### src/rtl/i2c_tgt_pkg.sv
// Shared types and CPU register-select codes for the I2C target peripheral.
package i2c_tgt_pkg;

  typedef enum logic [2:0] {
    IDLE      = 3'd0,
    ADDR      = 3'd1,
    ADDR_ACK  = 3'd2,
    WR_BYTE   = 3'd3,
    WR_ACK    = 3'd4,
    RD_BYTE   = 3'd5,
    RD_ACK    = 3'd6,
    WAIT_STOP = 3'd7
  } i2c_tgt_state_e;

  localparam logic [3:0] I2C_TGT_OWNADDR = 4'h1;
  localparam logic [3:0] I2C_TGT_PTR     = 4'h2;
  localparam logic [3:0] I2C_TGT_BANK    = 4'h4;
  localparam logic [3:0] I2C_TGT_STATUS  = 4'h8;

  // SDA pad encoding {drive_enable, drive_value}
  localparam logic [1:0] PAD_REL  = 2'b01;
  localparam logic [1:0] PAD_DRV0 = 2'b10;

endpackage

### src/rtl/i2c_tgt_sync.sv
// SCL/SDA synchronizers with one history stage; derives edge and START/STOP pulses.
module i2c_tgt_sync (
  input  logic clk_i,
  input  logic rst_i,
  input  logic scl_i,
  input  logic sda_i,
  output logic sda,
  output logic scl_rise,
  output logic scl_fall,
  output logic start,
  output logic stop
);

  logic [2:0] scl_r;
  logic [2:0] sda_r;
  logic       sda_rise_s;
  logic       sda_fall_s;

  // Shift pins through two sync flops and a history flop; reset to idle-high bus.
  always_ff @(posedge clk_i) begin
    if (rst_i) begin
      scl_r <= 3'b111;
      sda_r <= 3'b111;
    end else begin
      scl_r <= {scl_r[1:0], scl_i};
      sda_r <= {sda_r[1:0], sda_i};
    end
  end

  assign sda        = sda_r[1];
  assign scl_rise   = scl_r[1] & ~scl_r[2];
  assign scl_fall   = ~scl_r[1] & scl_r[2];
  assign sda_rise_s = sda_r[1] & ~sda_r[2];
  assign sda_fall_s = ~sda_r[1] & sda_r[2];
  assign start      = sda_fall_s & scl_r[1];
  assign stop       = sda_rise_s & scl_r[1];

endmodule

### src/rtl/i2c_target.sv
// I2C target with a CPU-visible byte bank and LM75-style pointer addressing.
module i2c_target
  import i2c_tgt_pkg::*;
#(
  parameter logic [6:0]  ADDR_RESET = 7'b1001000,
  parameter int unsigned NREG       = 4
) (
  input  logic        clk_i,
  input  logic        rst_i,
  input  logic [31:0] data_i,
  input  logic [31:0] addr_i,
  input  logic        we_i,
  input  logic        req_i,
  output logic [31:0] data_o,
  input  logic        scl_i,
  input  logic        sda_i,
  output logic        sda_o,
  output logic        sda_t_o
);

  localparam int unsigned PW = $clog2(NREG);

  logic           sda_s, scl_rise_s, scl_fall_s, start_s, stop_s;
  i2c_tgt_state_e state_r, state_nxt_s;
  logic [1:0]     pad_r, pad_nxt_s;
  logic [3:0]     cnt_r;
  logic [7:0]     shift_r, tx_r;
  logic [PW-1:0]  ptr_r;
  logic [7:0]     bank_r [NREG];
  logic [6:0]     own_addr_r, cur_addr_r;
  logic           rw_r, first_byte_r, wrote_r, wr_done_r;
  logic [7:0]     byte_in_s;
  logic           addr_match_s, cnt_full_s, busy_s, cpu_wr_s, sel_bank_s, unused_s;
  logic [3:0]     sel_s;

  i2c_tgt_sync u_sync (
    .clk_i    (clk_i),
    .rst_i    (rst_i),
    .scl_i    (scl_i),
    .sda_i    (sda_i),
    .sda      (sda_s),
    .scl_rise (scl_rise_s),
    .scl_fall (scl_fall_s),
    .start    (start_s),
    .stop     (stop_s)
  );

  assign byte_in_s    = {shift_r[6:0], sda_s};
  assign addr_match_s = (shift_r[7:1] == cur_addr_r);
  assign cnt_full_s   = (cnt_r == 4'd8);
  assign busy_s       = (state_r != IDLE);
  assign sel_s        = addr_i[19:16];
  assign cpu_wr_s     = req_i & we_i;
  assign sel_bank_s   = (sel_s >= I2C_TGT_BANK) && (sel_s < (I2C_TGT_BANK + 4'(NREG)));
  assign unused_s     = ^{addr_i[31:20], addr_i[15:0], data_i[31:8]};
  assign sda_t_o      = pad_r[1];
  assign sda_o        = pad_r[0];

  // State and SDA pad registers.
  always_ff @(posedge clk_i) begin
    if (rst_i) begin
      state_r <= IDLE;
      pad_r   <= PAD_REL;
    end else begin
      state_r <= state_nxt_s;
      pad_r   <= pad_nxt_s;
    end
  end

  // Next-state logic; bus START/STOP override every state.
  always_comb begin
    state_nxt_s = state_r;
    if (start_s) begin
      state_nxt_s = ADDR;
    end else if (stop_s) begin
      state_nxt_s = IDLE;
    end else begin
      case (state_r)
        ADDR:     state_nxt_s = (scl_fall_s && cnt_full_s) ? (addr_match_s ? ADDR_ACK : WAIT_STOP) : ADDR;
        ADDR_ACK: state_nxt_s = scl_fall_s ? (rw_r ? RD_BYTE : WR_BYTE) : ADDR_ACK;
        WR_BYTE:  state_nxt_s = (scl_fall_s && cnt_full_s) ? WR_ACK : WR_BYTE;
        WR_ACK:   state_nxt_s = scl_fall_s ? WR_BYTE : WR_ACK;
        RD_BYTE:  state_nxt_s = (scl_fall_s && cnt_full_s) ? RD_ACK : RD_BYTE;
        RD_ACK:   state_nxt_s = scl_rise_s ? (sda_s ? WAIT_STOP : RD_BYTE) : RD_ACK;
        default:  state_nxt_s = state_r;
      endcase
    end
  end

  // Next SDA pad value; all changes happen on SCL falling edges or bus conditions.
  always_comb begin
    pad_nxt_s = pad_r;
    if (start_s || stop_s) begin
      pad_nxt_s = PAD_REL;
    end else begin
      case (state_r)
        ADDR:     pad_nxt_s = (scl_fall_s && cnt_full_s && addr_match_s) ? PAD_DRV0 : pad_r;
        ADDR_ACK: pad_nxt_s = scl_fall_s ? (rw_r ? {1'b1, bank_r[ptr_r][7]} : PAD_REL) : pad_r;
        WR_BYTE:  pad_nxt_s = (scl_fall_s && cnt_full_s) ? PAD_DRV0 : pad_r;
        WR_ACK:   pad_nxt_s = scl_fall_s ? PAD_REL : pad_r;
        RD_BYTE: begin
          if (!scl_fall_s) begin
            pad_nxt_s = pad_r;
          end else if (cnt_r == 4'd0) begin
            pad_nxt_s = {1'b1, bank_r[ptr_r][7]};
          end else if (cnt_full_s) begin
            pad_nxt_s = PAD_REL;
          end else begin
            pad_nxt_s = {1'b1, tx_r[3'd7 - cnt_r[2:0]]};
          end
        end
        default:  pad_nxt_s = PAD_REL;
      endcase
    end
  end

  // Datapath: CPU accesses first so that I2C updates win same-cycle collisions.
  always_ff @(posedge clk_i) begin
    if (rst_i) begin
      cnt_r        <= 4'd0;
      shift_r      <= 8'h00;
      tx_r         <= 8'h00;
      ptr_r        <= '0;
      own_addr_r   <= ADDR_RESET;
      cur_addr_r   <= ADDR_RESET;
      rw_r         <= 1'b0;
      first_byte_r <= 1'b0;
      wrote_r      <= 1'b0;
      wr_done_r    <= 1'b0;
      for (int i = 0; i < NREG; i++) bank_r[i] <= 8'h00;
    end else begin
      if (cpu_wr_s) begin
        if (sel_s == I2C_TGT_OWNADDR) own_addr_r <= data_i[6:0];
        if (sel_bank_s) bank_r[sel_s[PW-1:0]] <= data_i[7:0];
        if ((sel_s == I2C_TGT_STATUS) && data_i[1]) wr_done_r <= 1'b0;
      end
      if (start_s) begin
        cnt_r      <= 4'd0;
        cur_addr_r <= own_addr_r;
      end else if (stop_s) begin
        if (wrote_r) wr_done_r <= 1'b1;
        wrote_r <= 1'b0;
      end else begin
        case (state_r)
          ADDR: begin
            if (scl_rise_s) begin
              shift_r <= byte_in_s;
              cnt_r   <= cnt_r + 4'd1;
            end
            if (scl_fall_s && cnt_full_s) rw_r <= shift_r[0];
          end
          ADDR_ACK: begin
            if (scl_fall_s) begin
              cnt_r        <= rw_r ? 4'd1 : 4'd0;
              first_byte_r <= ~rw_r;
              if (rw_r) tx_r <= bank_r[ptr_r];
            end
          end
          WR_BYTE: begin
            if (scl_rise_s) begin
              shift_r <= byte_in_s;
              cnt_r   <= cnt_r + 4'd1;
              if (cnt_r == 4'd7) begin
                if (first_byte_r) begin
                  ptr_r        <= byte_in_s[PW-1:0];
                  first_byte_r <= 1'b0;
                end else begin
                  bank_r[ptr_r] <= byte_in_s;
                  ptr_r         <= ptr_r + PW'(1);
                  wrote_r       <= 1'b1;
                end
              end
            end
          end
          WR_ACK: if (scl_fall_s) cnt_r <= 4'd0;
          RD_BYTE: begin
            if (scl_fall_s && (cnt_r == 4'd0)) begin
              tx_r  <= bank_r[ptr_r];
              cnt_r <= 4'd1;
            end else if (scl_fall_s && !cnt_full_s) begin
              cnt_r <= cnt_r + 4'd1;
            end
          end
          RD_ACK: begin
            if (scl_rise_s && !sda_s) begin
              ptr_r <= ptr_r + PW'(1);
              cnt_r <= 4'd0;
            end
          end
          default: cnt_r <= cnt_r;
        endcase
      end
    end
  end

  // CPU read mux; returns zero unless a read is in progress.
  always_comb begin
    data_o = 32'h0;
    if (req_i && !we_i) begin
      case (sel_s)
        I2C_TGT_OWNADDR: data_o = {25'h0, own_addr_r};
        I2C_TGT_PTR:     data_o = 32'(ptr_r);
        I2C_TGT_STATUS:  data_o = {30'h0, wr_done_r, busy_s};
        default:         data_o = sel_bank_s ? {24'h0, bank_r[sel_s[PW-1:0]]} : 32'h0;
      endcase
    end else begin
      data_o = 32'h0;
    end
  end

endmodule

### config.mk
export PLATFORM = sky130hd
export DESIGN_NAME = i2c_target
export DESIGN_NICKNAME = d
export VERILOG_FILES = /design/src/rtl/i2c_tgt_pkg.sv /design/src/rtl/i2c_tgt_sync.sv /design/src/rtl/i2c_target.sv
export SDC_FILE = /design/constraint.sdc
export NUM_CORES = 1
export LEC_CHECK = 0
export ABC_AREA = 0
export CORE_MARGIN = 2
export CORE_UTILIZATION = 55
export CTS_BUF_LIST = sky130_fd_sc_hd__clkbuf_16
export CTS_CLUSTER_DIAMETER = 200
export CTS_CLUSTER_SIZE = 10
export DETAILED_ROUTE_END_ITERATION = 8
export GPL_ROUTABILITY_DRIVEN = 1
export GPL_TIMING_DRIVEN = 0
export PLACE_DENSITY = 0.83
export SLEW_MARGIN = 40
export SYNTH_ARGS = -nofsm -noshare
export SYNTH_HDL_FRONTEND = slang
export SYNTH_SLANG_ARGS = --single-unit
### constraint.sdc
create_clock -name clk_i -period 3.9 [get_ports clk_i]
set_input_delay 0.39 -clock clk_i [delete_from_list [all_inputs] [get_ports clk_i]]
set_output_delay 0.39 -clock clk_i [all_outputs]
set_load 0.01 [all_outputs]
# == Word-level counts from Yosys, hierarchy flattened ==
# Memories as Yosys holds them, arrays and structs flattened. A register that Yosys moved wholly into a read port is not among the register bits.
# Cells that the tools add are included.
# totals
word_cells,178
output_inout_bits,34
ram_bits,32
inputBits,70
mem_count,1
ff_bits,51
# classes
bitwise_logic,14
n_mux,79
reduce_logical,38
n_eq_ne,25
magnitude_cmp,3
add_sub_neg,3
# mem_list
memory,depth,width,read_ports,rd_ports_with_merged_regs,write_ports,line,rtl
bank_r,4,8,2,1,4,i2c_target.sv:29,logic [7:0] bank_r [NREG];
# ops
operator,n
$mux W8,6
$mux W2,19
$mux W1,33
$mux W32,1
$mux W4,6
$pmux W8 S3,1
$ne A2 B2 Y1 const B,11
$pmux W4 S5,1
$mux W3,6
$pmux W3 S6,1
$reduce_and A6 Y1,3
$pmux W8 S2,1
$reduce_or A8 Y1,2
$reduce_bool A2 Y1,6
$pmux W2 S5,1
$reduce_and A5 Y1,2
$eq A3 B3 Y1 const B,3
$eq A4 B4 Y1 const B,2
$logic_and A1 B1 Y1,8
$reduce_and A4 Y1,2
$reduce_bool A8 Y1,1
$and A1 B1 Y1,7
$eq A7 B7 Y1,1
$not A1 Y1,7
26 further kinds,31

# == Logic depth before layout (Yosys ltp) ==
# Gate-level depths: netlist of run 1.
# depth
depth_word,10
mapped_depth,8
mapped_depth_nobuf,7

# == Modules after synthesis ==
# Synthesis of run 1 repeated with hierarchy kept, for this count alone.
# unflattened
cells_unflattened,526
area_unflattened_um2,5047.3
# modules_own_cells
module,area_per_inst_um2,seq_area_each_um2,instances,cells_per_inst
i2c_target,4859.7,1901.8,1,510
i2c_tgt_sync,187.7,120.1,1,16

# == Worst setup path after synthesis of run 1 ==
# OpenSTA, ideal clock, no wires.
# synth_timing
path_kind,register -> register
start,register cnt_r[1]
end,register cnt_r[3]
required_time_ps,3783
setup_slack_ps,1906
stages_incl_launch_ff,9
arrival_time_ps,1877
cell_sequence,dfxtp_1 -> clkbuf_1 -> inv_1 -> ha_1 -> or3b_4 -> o311a_4 -> nand2_1 -> nand3_1 -> a32o_1
# synth_between
elab_chain_cells,5
word_cells_on_any_way,12
cone_classes,add/sub (1); eq/ne (2); mux (4); reduce/logical (5)
# synth_lines
item,line,rtl
from (decl),i2c_target.sv:26,logic [3:0] cnt_r;
from (signal assigned),i2c_target.sv:148,cnt_r <= cnt_r + 4'd1;
from (signal assigned),i2c_target.sv:154,cnt_r <= rw_r ? 4'd1 : 4'd0;
from (signal assigned),i2c_target.sv:162,cnt_r <= cnt_r + 4'd1;
"parallel branches: the longest is 5 deep, another holds $add A4 B1 Y4",n/a,
# Several ways; the timed one is not identified. The select of a mux whose other input is x is not followed.
# A chain may end at the register's enable or synchronous reset.

# == Worst setup path in the final report of run 1 ==
# layout_timing
start,input port addr_i[17]
end,output port data_o[1]
# layout_between
elab_chain_cells,5
word_cells_on_any_way,10
cone_classes,order compare (2); eq/ne (3); mux (3); reduce/logical (1); memory (1)
# layout_lines
item,line,rtl
from (decl),i2c_target.sv:11,"input logic [31:0] addr_i,"
$ge A4 B3 Y1 or $lt A4 B4 Y1 (tied branches),i2c_target.sv:54,assign sel_bank_s = (sel_s >= I2C_TGT_BANK) && (sel_s < (I2C_TGT_BANK + 4'(NREG)));
$logic_and A1 B1 Y1,i2c_target.sv:54,
$mux W8,i2c_target.sv:204,"default: data_o = sel_bank_s ? {24'h0, bank_r[sel_s[PW-1:0]]} : 32'h0;"
$pmux W8 S3 (*),i2c_target.sv:200,case (sel_s)
$mux W32 (*),i2c_target.sv:199,if (req_i && !we_i) begin
to (decl),i2c_target.sv:14,"output logic [31:0] data_o,"
# Mark *: on every way between the ends. The rest lies on a longest branch, timed or not.

==> results.ini, run 1 <==
[sta]
drv_slew = 0
period_share_pct = 81.4
setup_violations = 0
tns_ps = 0
hold_violations = 0
fin_skew_ps = 4.79
timing.fmax_mhz = 315
worst_pin_slew_ps = 661
rsz0062_at_grt = no
relSlewSlack_pct = 55.6
finalCriticalPeriod_ps = 3170

[synthesis]
synth_edf_count = 32
synthArstFlopShare_pct = 0
netlist_top_cells_count = dfxtp_1, mux2i_1, nand2_1
syn_inst = 501
synth_flop_cell = dfxtp_1
yosysTopAreaCell = dfxtp_1
ys_seq_elements = 85
ys_seq_area_share_pct = 39.7
synth_area_leaders = dfxtp_1, edfxtp_1, mux2i_1, mux4_2, buf_4
synth_area_um2 = 5100
synth_area_per_cell_um2 = 10.2
synth.distinct_cells = 76
synth_top_area_share_pct = 20.8
yosysWarnings = 0

[setup_path]
worstSetupStartpointType = input pin
crit_required_ps = 3510
worstPathMaxFanout = 10
criticalPathCategory = input pin to output port
rrSetupSlack_ps = 1440
endpoint_kind = output port
worstPathArrival_ps = 2780

[floorplanning]
initial_utilization_pct = 56.0
core_um2 = 9110
fp.dieW_um = 100
rows = 35
die-area_um2 = 10100
die_y_um = 100
io_pins = 104

[route]
vias = 4065
drt_pass1_iterations = 5
wl_per_cell_um = 18.8
viasPerCell = 6.01
wl_um = 12700
ant_nets = 0
drt-initial-drc-count = 493
drc = 0

[grt]
grt_pass1_vias = 3942
grt_pass1_wl_um = 20300
grt_max_degree = 15
grt_antenna_before_repair = 0
overflow = 0
grt_use_total_pct = 26.5

[place]
gp_routability_congestion = 0.932
hpwl_um = 9140
io_buffers = 25
placed_area_um2 = 5580

[job]
drv_cap = 0

[clocking]
hold_buffers = 0
clk_path_buf_depth = 2
postCtsResizedCells = 0
clk_latency_ps = 340
post_cts_buffers = 0
clock-sinks = 85
cts.htree.levels = 3
cts_buffers = 9
clk_pin_slew_ps = 60
cts_tree = built
root_buffer = clkbuf_16

[min_path]
min-delay-path-class = flip-flop to flip-flop

[power]
ir_drop_mv = 0.196
leakagePower_nw = 2.31
pwr_density_cell_nw_per_um2 = 351
power_mw = 2.07

[final_layout]
area.growth.synth_to_final_pct = 15.7
layout-drive-gt1-share_pct = 17.2
final_core_utilization_pct = 64.7
fin_area_um2 = 5900
fin_nets = 636
diodes = 0

[run_status]
outcome = finished, final reports clean

[per-stage QoR]
step                hold WS [ps]  setup slack (ps)  instances
global placement             395               775        660
floorplan                    389              1910        524
finish                       413               725        676
detailed placement           395               780        660
global route                 432               649        676
CTS                          402               741        676
[power breakdown]
group	internal, mW	switching, mW
logic	0.0894	0.110
registers	0.944	0.0152
clock network	0.557	0.351
[cell usage in the layout (no fill, tap or decap), drive strengths merged, types with 4 or more instances in the layout]
master,count
a211oi,5
a21oi,21
a22oi,8
and2,4
and3,6
buf,40
clkbuf,19
clkdlybuf4s50,25
clkinv,5
conb,24
dfxtp,53
edfxtp,32
ha,6
inv,16
mux2i,53
mux4,16
nand2,53
nand2b,8
nand3,15
nand3b,5
nand4,6
nor2,48
nor2b,10
nor3,10
nor3b,4
o21ai,17
or2,6
xor2,5
[area by class of cell]
cell class / count / area [µm²]
buffer: 50 / 347
clock buffer: 9 / 225
clock inverter: 7 / 90.1
fill: 721 / 3210
inverter: 16 / 60.1
multi-input combinational: 373 / 2760
sequential: 85 / 2020
tap: 111 / 139
timing repair buffer: 25 / 250
[final timing paths]
path / from / endpoint / cells after the start
max: addr_i[17] / data_o[1] / 6
min: u_sync.sda_r[0]$_SDFF_PP1_ / u_sync.sda_r[1]$_SDFF_PP1_ / 1
max reg2reg: cnt_r[0]$_SDFFE_PP0P_ / bank_r[3][5]$_DFFE_PP_ / 6
min reg2reg: u_sync.sda_r[0]$_SDFF_PP1_ / u_sync.sda_r[1]$_SDFF_PP1_ / 1
[flip-flops by register name, summed over array words and instances, names as in the netlist, named ones only]
signal,flops
wr_done_r,1
first_byte_r,1
shift_r,8
ptr_r,2
cnt_r,4
own_addr_r,7
pad_r,2
state_r,3
rw_r,1
bank_r,32
u_sync.scl_r,3
cur_addr_r,7
tx_r,8
wrote_r,1
u_sync.sda_r,3
[per-layer routing]
metal	routed length, µm	GRT usage (%)	up-vias
met4	308	10.2	0
met1	4860	33.7	1920
li1	-	-	1883
met5	0	0	-
met3	1130	4.04	25
met2	6380	45.5	237
[critical path, stage by stage]
cell	delay [ps]
clkdlybuf4s50_1	560
buf_1	540
mux4_2	410
a221oi_1	290
nor2_1	90
clkdlybuf4s50_1	500
[kinds of logic (layout without fill, tap and decap cells)]
group	count (synthesis)	after routing	share of synthesized area, %
simple gates	184	184	20.0
flops	85	85	39.7
compound gates	81	81	11.6
mux	69	69	17.5
buf+inv	66	107	7.98
xor+xnor	8	8	1.52
fa+ha+maj	7	7	1.69
other cells	1	24	0.0736
Power figures use the tool's default switching activity.
==> run 2: changes to the inputs <==
CORE_UTILIZATION = 52   (was 55)
PLACE_DENSITY = 0.79   (was 0.83)
clock period = 3.05 ns   (was 3.9 ns; I/O delays follow)
==> run 2 against run 1 <==
- clock power rose by 36%
- flip-flop and latch count did not move
- utilization fell by 2.9 points
- register-to-register slack got worse by 900 ps
- clock skew rose by 5.4 ps
- worst hold slack got worse by 73 ps
- sequential power rose by 28%
- setup slack got worse by 600 ps
- critical path depth did not move
- via count rose by 0.42%
- non-clock buffer count did not move
- critical endpoint is now data_o[2]
- largest power group is now the clock network
- highest routed layer unchanged
==> results.ini, run 2 (synthesis results as in run 1) <==
[route]
viasPerCell = 5.85  ; -2.7%
drt_pass1_iterations = 5  ; unchanged
drt-met1-wl_um = 5210  ; +7.2%
dr_wl_met3_um = 1010  ; -11%
wl_um = 12900  ; +2.0%
vias = 4082  ; +0.42%
top_layer = met4
drt-initial-drc-count = 343  ; -30%
routed-wl-met2_um = 6300  ; -1.2%
ant_nets = 0  ; unchanged
drc = 0  ; unchanged
wl_per_cell_um = 18.5  ; -1.2%

[sta]
rsz0062_at_grt = no
tns_ps = 0  ; unchanged
period_share_pct = 95.9
hold_violations = 0  ; unchanged
setup_violations = 0  ; unchanged
layout_setup_ws_ps = 125  ; -601 ps
drv_slew = 0  ; unchanged
hold_ws_ps = 340  ; -72.9 ps
worst_pin_slew_ps = 650  ; -11.0 ps
relSlewSlack_pct = 56.3  ; +0.74 points
fin_skew_ps = 10.2  ; +5.39 ps
finalCriticalPeriod_ps = 2930
timing.fmax_mhz = 342

[setup_path]
r2r_start = cnt_r[0]$_SDFFE_PP0P_
rrSetupSlack_ps = 540  ; -900 ps
reg2reg_depth = 6  ; unchanged
worstPathArrival_ps = 2620  ; -160 ps
worstSetupStartpointType = input pin
endpoint_kind = output port
worstPathMaxFanout = 10  ; unchanged
r2r-end = bank_r[3][3]$_DFFE_PP_
criticalPathCategory = input pin to output port
crit_required_ps = 2740  ; -770 ps

[final_layout]
area.growth.synth_to_final_pct = 17.0
largest_reg_flops = 32  ; unchanged
final_core_utilization_pct = 61.9  ; -2.9 points
diodes = 0  ; unchanged
nFillCells = 813  ; +13%
final_cell_mix = mux2i_1, dfxtp_1, nand2_1
reg.largest.list = bank_r x32, shift_r x8, tx_r x8
fin_nets = 636  ; unchanged
top_register = bank_r
layout-drive-gt1-share_pct = 17.7  ; +0.53 points

[floorplanning]
io_pins = 104  ; unchanged
die-area_um2 = 10600  ; +5.5%
fp.dieW_um = 103  ; +2.7%
die_y_um = 103  ; +2.7%
initial_utilization_pct = 52.9  ; -3.1 points
core_um2 = 9640  ; +5.8%
rows = 36  ; +2.9%

[grt]
grt_use_total_pct = 25.2  ; -1.3 points
grt_pass1_wl_um = 20200  ; -0.44%
overflow = 0  ; unchanged
grt_pass1_vias = 3824  ; -3.0%
grt_max_degree = 15  ; unchanged
grt_antenna_before_repair = 0  ; unchanged

[place]
gp_routability_congestion = 0.905  ; -2.9%
dp_slack_ps = 5.92  ; -774 ps
hpwl_um = 9310  ; +1.9%
io_buffers = 25  ; unchanged

[clocking]
root_buffer = clkbuf_16
cts.htree.levels = 3  ; unchanged
clk_path_buf_depth = 2  ; unchanged
cts_tree = built
clk_latency_ps = 340  ; about the same
clk_pin_slew_ps = 70  ; about the same
hold_buffers = 0  ; unchanged
clock-sinks = 85  ; unchanged
cts_buffers = 9  ; unchanged

[min_path]
hold_path_end = state_r[2]$_SDFFE_PP0P_
whs_path_depth = 4  ; +3
min-delay-path-class = input pin to flip-flop
hp-start = rst_i

[power]
pwr_density_cell_nw_per_um2 = 457  ; +30%
leakagePower_nw = 2.33  ; +0.54%
ir_drop_mv = 0.253  ; +29%

[run_status]
outcome = finished, final reports clean

[job]
drv_cap = 0  ; unchanged

[run 2: worst max-delay path by stage]
stage	start	endpoint	depth (start not counted)
floorplan	cnt_r[1]$_SDFFE_PP0P_	cnt_r[3]$_SDFFE_PP0P_	8
global route	addr_i[16]	data_o[2]	6
detailed placement	addr_i[19]	bank_r[0][6]$_DFFE_PP_	6
finish	addr_i[16]	data_o[2]	6
CTS	addr_i[17]	data_o[1]	6
global placement	addr_i[19]	bank_r[0][0]$_DFFE_PP_	6
[run 2: stage by stage]
| step | std cells | instance area (µm²) | total power [mW] |
|---|---|---|---|
| 6_report | 698 | 5960 | 2.73 |
| 5_1_grt | 698 | 5960 | 2.80 |
| 4_1_cts | 698 | 5950 | 2.73 |
| 3_5_place_dp | 682 | 5610 | 1.50 |
| 3_3_place_gp | 682 | 5600 | 1.49 |
| 2_1_floorplan | 524 | 5180 | 1.41 |
[run 2: layout make-up]
class,instances,area [µm²],share of cell area (%)
plain buffers,50,350,5.87
clock buffers,9,225,3.78
clock inverters,7,114,1.91
inverters,16,60.1,1.01
multi-input cells,373,2780,46.5
flip-flops and latches,85,2020,33.9
well taps,133,166,2.79
repair buffers,25,250,4.20
[run 2: repair_timing]
item,4_1_cts,5_1_grt
resized for setup,0,4
buffers inserted,0,0
setup endpoints to repair,0,6
[run 2: power breakdown]
part           switching (mW)  internal (mW)  total (mW)
combinational           0.142          0.115       0.257
sequential             0.0194           1.21        1.23
clock                   0.448          0.796        1.24
[run 2: critical path, stage by stage]
cell	delay, ps
clkdlybuf4s50_1	600
clkbuf_4	330
mux4_2	570
a22oi_1	210
nor2_1	80
clkdlybuf4s50_1	500
[run 2: layer usage]
metal  vias to the layer above  track usage (%)
met5                         -                0
met4                         0             8.91
met3                        31             4.61
li1                       1890                -
met1                      1961             33.1
met2                       200             41.9
==> run 3: changes to the inputs <==
SLEW_MARGIN = not set   (was 40)
==> run 3 against run 2 <==
- setup slack improved by 24 ps
- routed wire length about the same
- largest power group is now sequential cells
- count of clock-buffer cells in the layout increased by 1
- global-route usage increased by 0.44 points
- sequential share of layout area increased by 0.11 points
- critical endpoint unchanged
- combinational power about the same
- via count increased by 0.78%
- clock power about the same
- worst hold slack improved by 1.0 ps
==> results.ini, run 3 (synthesis results as in run 1) <==
[run_status]
outcome = finished, final reports clean

[setup_path]
reg2reg_depth = 6  ; unchanged
crit_required_ps = 2740  ; about the same
crit_chain = clkdlybuf4s50_1 -> clkbuf_4 -> mux4_2 -> a22oi_1 -> nor2_1 -> clkdlybuf4s50_1
endpoint_kind = output port
max_stage_delay_ps = 610  ; about the same
crit_path_end = data_o[2]
worstPathMaxFanout = 10  ; unchanged
rrSetupSlack_ps = 530  ; about the same
worstPathArrival_ps = 2600  ; -20 ps
slowest_stage = clkdlybuf4s50_1
path_common_cell = clkdlybuf4s50_1
worstSetupStartpointType = input pin
cp.depth = 6  ; unchanged
crit_buf_inv = 3  ; unchanged
r2r-end = bank_r[3][3]$_DFFE_PP_
criticalPathCategory = input pin to output port
cp-startpoint = addr_i[16]
critPathTopFamily = buffers and inverters
r2r_start = cnt_r[0]$_SDFFE_PP0P_

[floorplanning]
die-area_um2 = 10600  ; unchanged
rows = 36  ; unchanged
die_y_um = 103  ; unchanged
initial_utilization_pct = 52.9  ; unchanged
fp.dieW_um = 103  ; unchanged
io_pins = 104  ; unchanged
core_um2 = 9640  ; unchanged

[route]
drc = 0  ; unchanged
wl_per_cell_um = 18.5  ; about the same
ant_nets = 0  ; unchanged
drt_pass1_iterations = 6  ; +1
wl_um = 12900  ; about the same
viasPerCell = 5.89  ; +0.78%
drt-initial-drc-count = 383  ; +12%
vias = 4114  ; +0.78%

[sta]
rsz0062_at_grt = no
setup_violations = 0  ; unchanged
relSlewSlack_pct = 34.0  ; -22 points
finalCriticalPeriod_ps = 2900  ; -24.2 ps
fin_skew_ps = 7.60  ; -2.59 ps
timing.fmax_mhz = 345  ; +0.84%
drv_slew = 0  ; unchanged
hold_violations = 0  ; unchanged
worst_pin_slew_ps = 982  ; +332 ps
tns_ps = 0  ; unchanged
period_share_pct = 95.1  ; -0.79 points

[clocking]
cts_tree = built
clock-sinks = 85  ; unchanged
cts_buffers = 9  ; unchanged
cts.htree.levels = 3  ; unchanged
clk_pin_slew_ps = 60  ; about the same
clk_path_buf_depth = 2  ; unchanged
hold_buffers = 0  ; unchanged
root_buffer = clkbuf_16
clk_latency_ps = 340  ; about the same

[min_path]
hp-start = rst_i
min-delay-path-class = input pin to flip-flop

[power]
swShare_pct = 22.8  ; +0.45 points
p_int_mw = 2.09  ; -1.4%
leakagePower_nw = 2.33  ; +0.18%
pwr_density_cell_nw_per_um2 = 455  ; -0.54%
ir_drop_mv = 0.269  ; +6.5%
seqPwrFrac_pct = 45.3  ; +0.3 points
p_clk_share_pct = 45.2  ; -0.4 points
power_switching_uw = 616  ; +1.1%
power_frac_comb_pct = 9.5  ; about the same

[final_layout]
multi_input_area_um2 = 2760  ; -0.50%
area.growth.synth_to_final_pct = 16.6
final_cell_mix = mux2i_1, dfxtp_1, nand2_1
fin_nets = 636  ; unchanged
layout-drive-gt1-share_pct = 17.7  ; unchanged
top_register = bank_r
ff_latch_area_um2 = 2020  ; unchanged
nFillCells = 831  ; +2.2%
diodes = 0  ; unchanged
reg.largest.list = bank_r x32, shift_r x8, tx_r x8
largest_reg_flops = 32  ; unchanged
fin_area_um2 = 5940  ; -0.31%

[grt]
grt_max_degree = 16  ; +1
met3_usage_pct = 4.95  ; +0.34 points
grt_pass1_vias = 3923  ; +2.6%
overflow = 0  ; unchanged
use_met2_pct = 43.0  ; +1.0 points
grt_antenna_before_repair = 0  ; unchanged
grt_pass1_wl_um = 20500  ; +1.2%
grt_use_total_pct = 25.6  ; +0.44 points
met1_usage_pct = 33.3  ; +0.19 points
grt-busiest-layer = met2

[place]
gp_routability_congestion = 0.905  ; unchanged
hpwl_um = 9330  ; +0.29%
io_buffers = 25  ; unchanged
placed_area_um2 = 5600  ; -0.16%

[job]
drv_cap = 0  ; unchanged

[run 3: cell types whose count changed in the layout (fill, tap and decap cells not counted), sizes merged]
| cell | change |
|---|---|
| bufinv | -1 |
| clkbuf | +1 |
| clkinv | -2 |
| clkinvlp | -1 |
| inv | +3 |
[run 3: tightest hold or removal path: stages]
cell and delay (ps):
buf_12 110, a21oi_2 80, o21ai_0 90, nor2_1 50
[run 3: area by class of cell]
| class | count | share of cell area [%] |
|---|---|---|
| Inverter | 16 | 1.01 |
| Sequential cell | 85 | 34.0 |
| Multi-Input combinational cell | 373 | 46.5 |
| Timing Repair Buffer | 25 | 4.21 |
| Clock inverter | 6 | 1.41 |
| Clock buffer | 10 | 4.21 |
| Tap cell | 133 | 2.80 |
| Buffer | 50 | 5.89 |
[run 3: worst min-delay path by stage]
| stage | to | cells past startpoint |
|---|---|---|
| finish | state_r[2]$_SDFFE_PP0P_ | 4 |
| detailed placement | u_sync.sda_r[1]$_SDFF_PP1_ | 1 |
| floorplan | u_sync.scl_r[1]$_SDFF_PP1_ | 1 |
| global placement | u_sync.scl_r[1]$_SDFF_PP1_ | 1 |
| CTS | state_r[2]$_SDFFE_PP0P_ | 4 |
| global route | state_r[2]$_SDFFE_PP0P_ | 4 |
[run 3: timing repair]
item / 4_1_cts / 5_1_grt
setup buffers: 0 / 0
resized for setup: 0 / 3
setup endpoints to repair: 0 / 3
[run 3: per-stage QoR]
step	std cells	utilization (%)	setup WS [ps]	power, mW	hold slack [ps]
2_1_floorplan	524	-	1060	1.41	389
3_3_place_gp	682	58.1	74.5	1.49	395
3_5_place_dp	682	58.1	29.0	1.50	397
4_1_cts	698	61.6	38.3	2.70	326
5_1_grt	698	61.7	28.2	2.78	341
6_report	698	61.7	149	2.70	341
[run 3: per-layer routing]
layer	vias to the layer above	share of wire, %
met5	-	0
met4	0	2.4
met3	26	9.1
met2	248	49
met1	1964	39
li1	1876	-
[run 3: power groups by stage]
stage / registers [mW] / clock network, mW / logic [mW]
after global routing: 1.23 / 1.28 / 0.273
final: 1.23 / 1.22 / 0.256
after global placement: 1.25 / 0 / 0.245
after detailed placement: 1.25 / 0 / 0.249
after CTS: 1.23 / 1.23 / 0.250
after floorplan: 1.24 / 0 / 0.170
